===== src/rtl/reg_bus_initiator_if.sv =====
// rtl/reg_bus_initiator_if.sv - request, response and register-bus signals of reg_bus_initiator
interface reg_bus_initiator_if;
  logic        req_valid;
  logic        req_ready;
  logic        req_wr;
  logic [7:0]  req_addr;
  logic [31:0] req_wdata;
  logic [3:0]  req_be;

  logic        rsp_valid;
  logic        rsp_ready;
  logic [31:0] rsp_rdata;
  logic        rsp_err;

  logic        reg_cs;
  logic        reg_wr;
  logic [7:0]  reg_addr;
  logic [31:0] reg_wdata;
  logic [3:0]  reg_be;
  logic [31:0] reg_rdata;
  logic        reg_ack;

  // master: the initiator itself; slave: host plus responder seen from outside
  modport master (
    input  req_valid, req_wr, req_addr, req_wdata, req_be,
    output req_ready,
    output rsp_valid, rsp_rdata, rsp_err,
    input  rsp_ready,
    output reg_cs, reg_wr, reg_addr, reg_wdata, reg_be,
    input  reg_rdata, reg_ack
  );

  modport slave (
    output req_valid, req_wr, req_addr, req_wdata, req_be,
    input  req_ready,
    input  rsp_valid, rsp_rdata, rsp_err,
    output rsp_ready,
    input  reg_cs, reg_wr, reg_addr, reg_wdata, reg_be,
    output reg_rdata, reg_ack
  );
endinterface


===== src/rtl/reg_bus_initiator.sv =====
// rtl/reg_bus_initiator.sv - one-outstanding register bus initiator; ack timeout under REG_INIT_TIMEOUT_EN
module reg_bus_initiator #(
  parameter int          TIMEOUT_CYC = 64,
  parameter logic [31:0] TO_RDATA    = 32'hFFFF_FFFF
) (
  input logic                 mclk,
  input logic                 reset,
  reg_bus_initiator_if.master bus
);
  typedef enum logic [1:0] {
    IDLE   = 2'd0,
    ACCESS = 2'd1,
    RESP   = 2'd2
  } state_t;

  state_t      state;
  state_t      state_nxt;
  logic        wr_q;
  logic [7:0]  addr_q;
  logic [31:0] wdata_q;
  logic [3:0]  be_q;
  logic [31:0] rdata_q;
  logic        accept;
  logic        ack_hit;
  logic        timeout_hit;

  assign accept  = (state == IDLE) && bus.req_valid;
  assign ack_hit = (state == ACCESS) && bus.reg_ack;

`ifdef REG_INIT_TIMEOUT_EN
  localparam logic [7:0] TO_LAST = 8'(TIMEOUT_CYC - 1);
  logic [7:0] tcnt;
  logic       err_q;

  // an ack arriving in the expiry cycle still completes the access normally
  assign timeout_hit = (state == ACCESS) && !bus.reg_ack && (tcnt == TO_LAST);

  always_ff @(posedge mclk) begin
    if (reset) begin
      tcnt <= '0;
    end else if (accept) begin
      tcnt <= '0;
    end else if ((state == ACCESS) && !bus.reg_ack) begin
      tcnt <= tcnt + 8'd1;
    end
  end

  always_ff @(posedge mclk) begin
    if (reset) begin
      err_q <= 1'b0;
    end else if (ack_hit) begin
      err_q <= 1'b0;
    end else if (timeout_hit) begin
      err_q <= 1'b1;
    end
  end

  assign bus.rsp_err = err_q;
`else
  logic unused_cfg;
  assign unused_cfg  = ^{TO_RDATA, TIMEOUT_CYC};
  assign timeout_hit = 1'b0;
  assign bus.rsp_err = 1'b0;
`endif

  always_ff @(posedge mclk) begin
    if (reset) begin
      state <= IDLE;
    end else begin
      state <= state_nxt;
    end
  end

  always_comb begin
    state_nxt = state;
    case (state)
      IDLE:    if (bus.req_valid) state_nxt = ACCESS;
      ACCESS:  if (ack_hit || timeout_hit) state_nxt = RESP;
      RESP:    if (bus.rsp_ready) state_nxt = IDLE;
      default: state_nxt = IDLE;
    endcase
  end

  always_comb begin
    bus.req_ready = 1'b0;
    bus.reg_cs    = 1'b0;
    bus.rsp_valid = 1'b0;
    case (state)
      IDLE:    bus.req_ready = 1'b1;
      ACCESS:  bus.reg_cs    = 1'b1;
      RESP:    bus.rsp_valid = 1'b1;
      default: bus.req_ready = 1'b0;
    endcase
  end

  // bus fields load only on acceptance, so they hold between transactions
  always_ff @(posedge mclk) begin
    if (reset) begin
      wr_q    <= 1'b0;
      addr_q  <= '0;
      wdata_q <= '0;
      be_q    <= '0;
      rdata_q <= '0;
    end else begin
      if (accept) begin
        wr_q    <= bus.req_wr;
        addr_q  <= bus.req_addr;
        wdata_q <= bus.req_wdata;
        be_q    <= bus.req_be;
      end
      if (ack_hit) begin
        rdata_q <= wr_q ? 32'd0 : bus.reg_rdata;
      end else if (timeout_hit) begin
        rdata_q <= TO_RDATA;
      end
    end
  end

  assign bus.reg_wr    = wr_q;
  assign bus.reg_addr  = addr_q;
  assign bus.reg_wdata = wdata_q;
  assign bus.reg_be    = be_q;
  assign bus.rsp_rdata = rdata_q;
endmodule


===== src/flat_wrapper.sv =====
// flat-port wrapper written by rule: the top's interface ports become plain ports
module reg_bus_initiator_flat 
#(
  parameter int          TIMEOUT_CYC = 64,
  parameter logic [31:0] TO_RDATA    = 32'hFFFF_FFFF
)
  (mclk, reset, bus_req_valid, bus_req_wr, bus_req_addr, bus_req_wdata, bus_req_be, bus_req_ready, bus_rsp_valid, bus_rsp_rdata, bus_rsp_err, bus_rsp_ready, bus_reg_cs, bus_reg_wr, bus_reg_addr, bus_reg_wdata, bus_reg_be, bus_reg_rdata, bus_reg_ack);
  reg_bus_initiator_if bus_i ();
  input logic mclk;
  input logic reset;
  input wire logic [$bits(bus_i.req_valid)-1:0] bus_req_valid;
  input wire logic [$bits(bus_i.req_wr)-1:0] bus_req_wr;
  input wire logic [$bits(bus_i.req_addr)-1:0] bus_req_addr;
  input wire logic [$bits(bus_i.req_wdata)-1:0] bus_req_wdata;
  input wire logic [$bits(bus_i.req_be)-1:0] bus_req_be;
  output wire logic [$bits(bus_i.req_ready)-1:0] bus_req_ready;
  output wire logic [$bits(bus_i.rsp_valid)-1:0] bus_rsp_valid;
  output wire logic [$bits(bus_i.rsp_rdata)-1:0] bus_rsp_rdata;
  output wire logic [$bits(bus_i.rsp_err)-1:0] bus_rsp_err;
  input wire logic [$bits(bus_i.rsp_ready)-1:0] bus_rsp_ready;
  output wire logic [$bits(bus_i.reg_cs)-1:0] bus_reg_cs;
  output wire logic [$bits(bus_i.reg_wr)-1:0] bus_reg_wr;
  output wire logic [$bits(bus_i.reg_addr)-1:0] bus_reg_addr;
  output wire logic [$bits(bus_i.reg_wdata)-1:0] bus_reg_wdata;
  output wire logic [$bits(bus_i.reg_be)-1:0] bus_reg_be;
  input wire logic [$bits(bus_i.reg_rdata)-1:0] bus_reg_rdata;
  input wire logic [$bits(bus_i.reg_ack)-1:0] bus_reg_ack;
  assign bus_i.req_valid = bus_req_valid;
  assign bus_i.req_wr = bus_req_wr;
  assign bus_i.req_addr = bus_req_addr;
  assign bus_i.req_wdata = bus_req_wdata;
  assign bus_i.req_be = bus_req_be;
  assign bus_req_ready = bus_i.req_ready;
  assign bus_rsp_valid = bus_i.rsp_valid;
  assign bus_rsp_rdata = bus_i.rsp_rdata;
  assign bus_rsp_err = bus_i.rsp_err;
  assign bus_i.rsp_ready = bus_rsp_ready;
  assign bus_reg_cs = bus_i.reg_cs;
  assign bus_reg_wr = bus_i.reg_wr;
  assign bus_reg_addr = bus_i.reg_addr;
  assign bus_reg_wdata = bus_i.reg_wdata;
  assign bus_reg_be = bus_i.reg_be;
  assign bus_i.reg_rdata = bus_reg_rdata;
  assign bus_i.reg_ack = bus_reg_ack;
  reg_bus_initiator #(.TIMEOUT_CYC(TIMEOUT_CYC), .TO_RDATA(TO_RDATA)) u_core (.mclk(mclk), .reset(reset), .bus(bus_i));
endmodule

===== config.mk =====
export PLATFORM = sky130hd
export DESIGN_NAME = reg_bus_initiator_flat
export DESIGN_NICKNAME = d
export VERILOG_FILES = /design/src/rtl/reg_bus_initiator_if.sv /design/src/rtl/reg_bus_initiator.sv /design/src/flat_wrapper.sv
export SDC_FILE = /design/constraint.sdc
export NUM_CORES = 1
export LEC_CHECK = 0
export BUFFER_PORTS_ARGS = -buffer_cell sky130_fd_sc_hd__buf_2
export CORE_MARGIN = 2
export CORE_UTILIZATION = 40
export CTS_CLUSTER_SIZE = 30
export DETAILED_ROUTE_END_ITERATION = 8
export MAX_ROUTING_LAYER = met4
export PLACE_DENSITY_LB_ADDON = 0.25
export RECOVER_POWER = 50
export SYNTH_ARGS = -nofsm -noshare
export SYNTH_HDL_FRONTEND = slang
export SYNTH_SLANG_ARGS = --single-unit

===== constraint.sdc =====
create_clock -name mclk -period 2.3 [get_ports mclk]
set_clock_uncertainty 0.1 [all_clocks]
set_input_delay 0.46 -clock mclk [delete_from_list [all_inputs] [get_ports mclk]]
set_output_delay 0.46 -clock mclk [all_outputs]
set_load 0.01 [all_outputs]

* After elaboration in Yosys (flattened, before gate mapping)
Index checks and enable logic that the tools add are counted.
** Word-level totals
- Flip-flop bits (word level) :: 79
- Input port bits :: 82
- Output and inout bits :: 81
- Logic and storage cells :: 23
** Cells by class
- Equality and inequality tests :: 5
- Muxes and demuxes :: 8
- Reductions and logical operators :: 4
** Operator list (number)
- $mux 32 :: 1
- $mux 2 :: 3
- $pmux 2 s3 :: 1
- $ne 2x2->1 const B :: 2
- $mux 1 :: 3
- $reduce_and 3->1 :: 1
- $eq 2x1->1 const B :: 1
- $eq 2x2->1 const B :: 1
- $logic_and 1x1->1 :: 2
- $logic_not 2->1 :: 1
- $ne 2x1->1 const B :: 1

* Longest topological paths before layout
Gate-level depths: netlist of run 1.
- Depth after elaboration :: 4
- Depth in mapped cells :: 4
- Gate-level depth less buffers :: 2

* Worst setup path after synthesis of run 1
OpenSTA, ideal clock, no wires.
- Path type :: input-to-reg
- Start point :: in reset
- End point :: reg u_core.rdata_q[12], in the netlist u_core.bus.rsp_rdata[12]
- Arrival time :: 1.159 ns
- Required time :: 2.128 ns
- Path slack :: 0.969 ns
- Stages on the path :: 4
- Path buffers :: 2
- Path through :: buf_6 buf_2 or3b_1 mux2i_1
** RTL lines
- from (decl) :: RTL line flat_wrapper.sv:10 : input logic reset;
- to (signal assigned) :: RTL line reg_bus_initiator.sv:112 : rdata_q <= wr_q ? 32'd0 : bus.reg_rdata;
- to (decl) :: RTL line reg_bus_initiator.sv:22 : logic [31:0] rdata_q;

* Final worst setup path of run 1
- Start point :: reg u_core.state[1]
- End point :: reg u_core.wdata_q[28], in the netlist u_core.bus.reg_wdata[28]
** Between the ends
- Word-level cells in the longest chain between the ends :: 2
** Ends and longest elaborated chain
- from (decl) :: RTL line reg_bus_initiator.sv:16 : state_t state;
- from (signal assigned) :: RTL line reg_bus_initiator.sv:70 : state <= state_nxt;
- $logic_not 2->1 :: RTL line reg_bus_initiator.sv:27 : assign accept = (state == IDLE) && bus.req_valid;
- $logic_and 1x1->1 :: RTL line reg_bus_initiator.sv:27
- to (signal assigned) :: RTL line reg_bus_initiator.sv:108 : wdata_q <= bus.req_wdata;
- to (decl) :: RTL line reg_bus_initiator.sv:20 : logic [31:0] wdata_q;
Every way passes these cells.
A chain may end at the register's enable or synchronous reset.

==> results of run 1 <==
how the worst max path moves through the flow:
stage	depth (start not counted)	start	slack, ns	end
final	3	u_core.state[1]	0.53	u_core.bus.reg_wdata[28]
after global routing	3	u_core.state[1]	0.42	u_core.bus.reg_wdata[30]
after CTS	1	u_core.bus.reg_wr	0.49	bus_reg_wr
after detailed placement	4	bus_reg_ack	0.58	u_core.bus.rsp_rdata[26]
after global placement	4	bus_reg_ack	0.63	u_core.bus.rsp_rdata[15]
after floorplan	4	reset	0.97	u_core.bus.rsp_rdata[12]
where the power goes:
group	switching (uW)	internal [uW]
clock	504	499
sequential	49.6	1450
combinational	223	240
total	776	2190
cell type report:
cell class,count,area share
clock buffer,10,0.0277
timing repair buffer,167,0.173
tap,111,0.0301
sequential,79,0.343
multi-input combinational,242,0.412
clock inverter,6,0.0133
worst max-delay path: cells and delay by family, from the launching register on:
kind | cells | cell delay (ns)
buf+inv | 1 | 0.67
mux | 1 | 0.27
flops | 1 | 0.38
simple gates | 1 | 0.19
flip-flops by register name (all words and copies together) (netlist names):
register and flops:
u_core.bus.reg_addr 8, u_core.bus.rsp_rdata 32, u_core.bus.reg_be 4, u_core.bus.reg_wdata 32
u_core.state 2, u_core.bus.reg_wr 1
per-stage QoR:
| step | utilization | area [sq um] | hold slack [ns] | instances |
|---|---|---|---|---|
| 2_1_floorplan | - | 3690 | 0.393 | 351 |
| 3_3_place_gp | 0.495 | 4510 | 0.355 | 599 |
| 3_5_place_dp | 0.495 | 4510 | 0.359 | 599 |
| 4_1_cts | 0.516 | 4700 | 0.251 | 615 |
| 5_1_grt | 0.506 | 4610 | 0.257 | 615 |
| 6_report | 0.506 | 4610 | 0.272 | 615 |
placed cells by master, fill, tap and decap left out, drive strengths merged:
cell,count
a211oi,1
and2b,1
and3b,1
buf,105
bufinv,1
clkbuf,72
clkinv,4
clkinvlp,1
conb,1
dfxtp,79
mux2i,77
nand2b,124
nor2,1
nor2b,1
nor3b,2
o21ba,1
or3b,32
layer usage:
layer  part of all wire  vias to the layer above  GRT usage  wire length [um]
met5                  0                        -          -                 0
met4              0.026                        0     0.0822               211
met3              0.043                       16     0.0258               341
met2               0.49                       86      0.277              3940
met1               0.44                     1287      0.195              3520
li1                   -                     1451          -                 -
cell families (layout without fill, tap and decap cells):
logic type	count (synthesis)	in the layout	share of synthesized area
simple gates	162	162	0.298
flops	79	79	0.428
mux	77	77	0.209
buf+inv	30	183	0.0593
compound gates	2	2	0.00474
other cells	1	1	0.00101
==> flow_summary.toml, run 1 <==
[routing]
wl_um = 8010
drc = 0
wire_per_inst_um = 13.0
drt_first_pass_iters = 4
routed_via_density = 4.62
via_count = 2840
first_iter_violations = 48
ant_nets = 0

[grt]
grt_pass1_wl_um = 12900
grt_max_degree = 93
overflow = 0
grt_usage = 0.166
grt_antenna_before_repair = 0
grt_pass1_vias = 2802

[clock_tree]
cts_setup_buffers = 0
cts_sinks = 79
cts_root_buf = "clkbuf_8"
clkTransAtPathRegs_ns = 0.08
cts_buffers = 9
cts_tree = "built"
h-tree-depth = 3
cts_resized = 0
clockBufferDepth = 2
clk_latency_ns = 0.33
hold_buffers = 0

[logic_synthesis]
synth_cell_type_count = 19
synth_nets = 433
async_flop_share = 0
yosys_warnings = 0
avgSynthCellArea_sq_um = 10.5
syn_inst = 351
synth_seq_cells = 79
synth-seq-area-share = 0.428
synth_flop_cell = "dfxtp_1"
synth_top_area_share = 0.428
synth_edf_count = 0
synth_common_cells = "nand2b_1 (124), dfxtp_1 (79), mux2i_1 (77)"
syn_area_sq_um = 3690
synth.most_common_cell = "nand2b_1"
synthTopCellsByArea = "dfxtp_1 (43%), nand2b_1 (21%), mux2i_1 (21%), or3b_1 (6.9%), buf_6 (1.8%)"
synth_top_area_cell = "dfxtp_1"

[critical_path]
cp_slowest_cell = "clkbuf_4"
cp-start-kind = "flip-flop"
reg2reg_depth = 3
rrSetupSlack_ns = 0.53
timing.rr.start = "u_core.state[1]"
required_ns = 2.45
timing.rr.end = "u_core.bus.reg_wdata[28]"
path_class = "flip-flop to flip-flop"
cp.arrival_ns = 1.92
crit_path_max_fanout = 45
endpoint_kind = "flip-flop"
slowest_delay_ns = 0.67
worstPathCellList = "nor3b_4, clkbuf_4, mux2i_1"

[final_layout]
insertedDiodeCount = 0
final_nets = 581
fillCellCount = 886
areaGrowthSynthToFinish_pct = 24.8
drive_gt1_frac = 0.252
ff_latch_area_sq_um = 1580
multi_input_area_sq_um = 1900

[floorplanning]
initial_core_util = 0.406
dieHeight_um = 100
core_area_sq_um = 9110
die_area_sq_um = 10000
rows = 35
io_pins = 163
die_w_um = 100

[run_status]
status = "complete, no violations"

[place]
place.gp.congestion = 0.789
dp_hpwl_um = 5680
dpl_worst_slack_ns = 0.578
port_buffers = 161

[timing]
rsz0062_at_grt = "false"
slew_headroom = 0.443
final_hold_viol_count = 0
maxSlewViolCount = 0
clock.fmax_mhz = 565
finalWorstSetupSlack_ns = 0.529
worstMarginPinSlew_ns = 0.835
fin_crit_ns = 1.77
setup_viol = 0
finalCritPeriodShare = 0.770
finalSetupTns_ns = 0

[pwr]
ir_worst_vdd_mv = 0.346
leakagePower_uw = 0.00193
p_per_area_nw_per_um2 = 643
finalPower_uw = 2960

[worst_hold_path]
holdCritStartpoint = "bus_req_wdata[1]"
hold_end = "u_core.bus.reg_wdata[1]"
hold_depth = 3
hold_class = "input pin to flip-flop"

[job]
maxCapViolCount = 0
Note: power is estimated with default switching activity, not from simulation.
==> inputs of run 2 (changes only) <==
Clock period 2.3 ns to 1.44 ns, I/O delays scaled along.
==> flow_summary.toml, run 2 (synthesis gave the netlist of run 1 again) <==
[floorplanning]
die_w_um = 100
core_area_sq_um = 9110
io_pins = 163
die_area_sq_um = 10000
initial_core_util = 0.406
rows = 35
dieHeight_um = 100

[pwr]
finalPower_uw = 4920
p_sw_frac = 0.258
sequentialPowerShare = 0.486
p_per_area_nw_per_um2 = 1030
leakagePower_uw = 0.00200
p_sw_uw = 1270
ir_worst_vdd_mv = 0.514
combPwrFrac = 0.167
clkPwrFrac = 0.347
p_int_uw = 3650

[critical_path]
path_class = "flip-flop to output pin"
timing.rr.end = "u_core.bus.rsp_rdata[10]"
cp-start-kind = "flip-flop"
required_ns = 1.05
rrSetupSlack_ns = -0.01
cp-startpoint = "u_core.state[1]"
cp.arrival_ns = 1.08
cp-endpoint = "bus_reg_cs"
timing.rr.start = "u_core.state[1]"
endpoint_kind = "output pin"
crit_path_max_fanout = 5
reg2reg_depth = 4

[worst_hold_path]
hold_class = "input pin to flip-flop"

[final_layout]
fillCellCount = 891
instances_no_fill = 626
areaGrowthSynthToFinish_pct = 29.9
drive_gt1_frac = 0.262
utilization = 0.527
ff_latch_area_sq_um = 1590
final_nets = 592
insertedDiodeCount = 0
final_common_cell = "nand2b_1"
final_cell_mix = "nand2b_1 (124), buf_2 (95), mux2i_1 (77)"
stdcell_area_sq_um = 4800
multi_input_area_sq_um = 1900

[routing]
wl_um = 8450
drt_first_pass_iters = 4
routed_via_density = 4.67
via_count = 2926
first_iter_violations = 40
drc = 0
wire_per_inst_um = 13.5
ant_nets = 0

[clock_tree]
clk_latency_ns = 0.33
h-tree-depth = 3
cts_root_buf = "clkbuf_8"
cts_tree = "built"
cts_buffers = 9
clockBufferDepth = 2
clkTransAtPathRegs_ns = 0.08
cts_sinks = 79

[run_status]
violations = "negative setup slack"
status = "complete, but fails checks"

[place]
place.gp.congestion = 0.737
port_buffers = 161
place_inst = 605
dp_hpwl_um = 5750
placed_cell_area_sq_um = 4580

[timing]
setup_viol = 2
clock.fmax_mhz = 682
finalWorstSetupSlack_ns = -0.0252
final_hold_viol_count = 0
maxSlewViolCount = 0
finalCritPeriodShare = 1.02
rsz0062_at_grt = "true"
fin_crit_ns = 1.47

[grt]
grt_max_degree = 67
grt_pass1_vias = 2881
grt_usage = 0.166
overflow = 0
grt_pass1_wl_um = 13000
grt_antenna_before_repair = 0

[job]
maxCapViolCount = 0
## run 2: final cells by class
class,count,share of cell area
multi-input combinational,242,0.396
clock inverter,4,0.0112
tap,111,0.0289
clock buffer,12,0.0323
sequential,79,0.331
timing repair buffer,178,0.201
## run 2: metal layers
layer,part of all wire,global-route usage,vias up
met3,0.046,0.0306,19
li1,-,-,1476
met5,0,-,-
met1,0.44,0.189,1341
met4,0.029,0.0769,0
met2,0.48,0.282,90
## run 2: through the flow
step	setup slack (ns)	setup TNS [ns]	hold slack (ns)
6_report	-0.0252	-0.0385	0.0986
5_1_grt	-0.0734	-0.975	0.0784
4_1_cts	-0.0355	-0.553	0.0754
3_5_place_dp	0.0262	0	0.358
3_3_place_gp	0.0772	0	0.354
2_1_floorplan	0.240	0	0.343
## run 2: critical path: stages (launching register included)
cell and delay (ns):
dfxtp_2 0.35, buf_6 0.11, and2b_1 0.16, buf_2 0.13
## run 2: repair_timing
action / CTS / global route
setup endpoints to repair: 4 / 48
gates cloned: 0 / 2
buffers inserted: 2 / 1
resized for setup: 5 / 6
pin swaps: 1 / 1
hold buffers: 0 / 0
## run 2: worst min path at each step
stage / from / endpoint / cells after the start / slack, ns
4_1_cts: bus_req_wdata[9] / u_core.bus.reg_wdata[9] / 3 / 0.08
2_1_floorplan: bus_req_addr[7] / u_core.bus.reg_addr[7] / 2 / 0.34
3_5_place_dp: u_core.bus.rsp_rdata[24] / u_core.bus.rsp_rdata[24] / 2 / 0.36
3_3_place_gp: u_core.bus.reg_addr[7] / u_core.bus.reg_addr[7] / 2 / 0.35
5_1_grt: bus_req_wdata[4] / u_core.bus.reg_wdata[4] / 3 / 0.08
6_report: bus_req_wdata[9] / u_core.bus.reg_wdata[9] / 3 / 0.1
## run 2: power by group through the flow
stage | combinational [uW] | sequential, uW | clock, uW
after global placement | 793 | 2430 | 0
after global routing | 897 | 2410 | 1860
after detailed placement | 808 | 2440 | 0
final | 820 | 2390 | 1710
after CTS | 818 | 2390 | 1770
after floorplan | 445 | 2490 | 0
==> inputs of run 3 (changes only) <==
Settings changed: BUFFER_PORTS_ARGS -buffer_cell sky130_fd_sc_hd__buf_2 to unset, DONT_BUFFER_PORTS set to 1.
==> flow_summary.toml, run 3 (synthesis gave the netlist of run 1 again) <==
[run_status]
status = "complete, no violations"

[final_layout]
multi_input_area_sq_um = 1900
instances_no_fill = 509
drive_gt1_frac = 0.0829
final_cell_mix = "nand2b_1 (124), mux2i_1 (77), dfxtp_1 (77)"
utilization = 0.488
ff_latch_area_sq_um = 1590
fillCellCount = 821
areaGrowthSynthToFinish_pct = 20.3
final_common_cell = "nand2b_1"
final_nets = 475
insertedDiodeCount = 0

[pwr]
leakagePower_uw = 0.00167
p_per_area_nw_per_um2 = 1010
finalPower_uw = 4500
ir_worst_vdd_mv = 0.399

[critical_path]
worstPathCellList = "buf_6, and2b_1"
cp-start-kind = "flip-flop"
cp.arrival_ns = 1.02
required_ns = 1.05
endpoint_kind = "output pin"
path_class = "flip-flop to output pin"
crit_path_max_fanout = 6
reg2reg_depth = 4
cp_slowest_cell = "dfxtp_4"
slowest_delay_ns = 0.36
rrSetupSlack_ns = 0.05

[timing]
finalSetupTns_ns = 0
clock.fmax_mhz = 712
final_hold_viol_count = 0
finalCritPeriodShare = 0.975
setup_viol = 0
rsz0062_at_grt = "true"
maxSlewViolCount = 0
fin_crit_ns = 1.40

[clock_tree]
cts_root_buf = "clkbuf_8"
cts_tree = "built"
clkTransAtPathRegs_ns = 0.09
cts_sinks = 79
cts_buffers = 9
h-tree-depth = 3
clockBufferDepth = 2
clk_latency_ns = 0.34

[routing]
wl_um = 8380
first_iter_violations = 59
drc = 0
drt_first_pass_iters = 4
via_count = 2506
routed_via_density = 4.92
wire_per_inst_um = 16.5
ant_nets = 0

[place]
port_buffers = 0
place.gp.congestion = 0.651
dp_hpwl_um = 4720
place_inst = 439

[grt]
grt_antenna_before_repair = 0
grt_usage = 0.161
overflow = 0
grt_max_degree = 138
grt_pass1_wl_um = 12100
grt_pass1_vias = 2337

[floorplanning]
io_pins = 163
dieHeight_um = 100
die_w_um = 100
die_area_sq_um = 10000
initial_core_util = 0.406
rows = 35
core_area_sq_um = 9110

[worst_hold_path]
hold_class = "input pin to flip-flop"
hold_depth = 2

[job]
maxCapViolCount = 0
run 3: cell type report:
type,count,area share
clock buffers,10,0.0287
clock inverters,6,0.00844
multi-input cells,242,0.428
flip-flops and latches,79,0.357
well taps,111,0.0312
repair buffers,61,0.146
run 3: final timing paths:
kind / startpoint / end
hold reg to reg: u_core.state[1] / u_core.state[0]
hold / removal: reset / u_core.bus.rsp_rdata[31]
setup reg to reg: u_core.state[0] / u_core.bus.reg_wdata[28]
setup / recovery: u_core.state[0] / bus_reg_cs
run 3: timing repair:
item	in CTS	in global routing
hold buffers	51	1
pin swaps	0	1
gates resized for setup	3	3
endpoints found under the setup margin	3	7
endpoints found under the hold margin	58	2
setup buffers	0	1
cloned	0	1
run 3: report_power, final:
group / internal, uW / leakage (uW) / switching (uW)
registers: 2310 / 0.000647 / 154
logic: 366 / 0.000940 / 228
clock network: 617 / 0.0000781 / 824
total: 3300 / 0.00167 / 1210
run 3: per-layer routing:
metal / GRT usage / routed length, um / vias to the layer above
li1: - / - / 1250
met1: 0.186 / 3640 / 1157
met2: 0.252 / 4060 / 84
met3: 0.0453 / 474 / 15
met4: 0.0875 / 199 / 0
met5: - / 0 / -
run 3: worst max-delay path: cells and delay by family (launching register included):
kind / cells / cell delay (ns)
simple gates: 1 / 0.18
buf+inv: 1 / 0.13
flops: 1 / 0.36
run 3: stage by stage:
step	area [sq um]	hold slack [ns]	worst slack [ns]
finish	4450	0.0250	0.0364
floorplan	3690	0.343	0.240
CTS	4410	0.0000402	0.00174
global route	4450	0.00713	-0.00976
detailed placement	3720	0.277	0.0437
global placement	3720	0.272	0.106
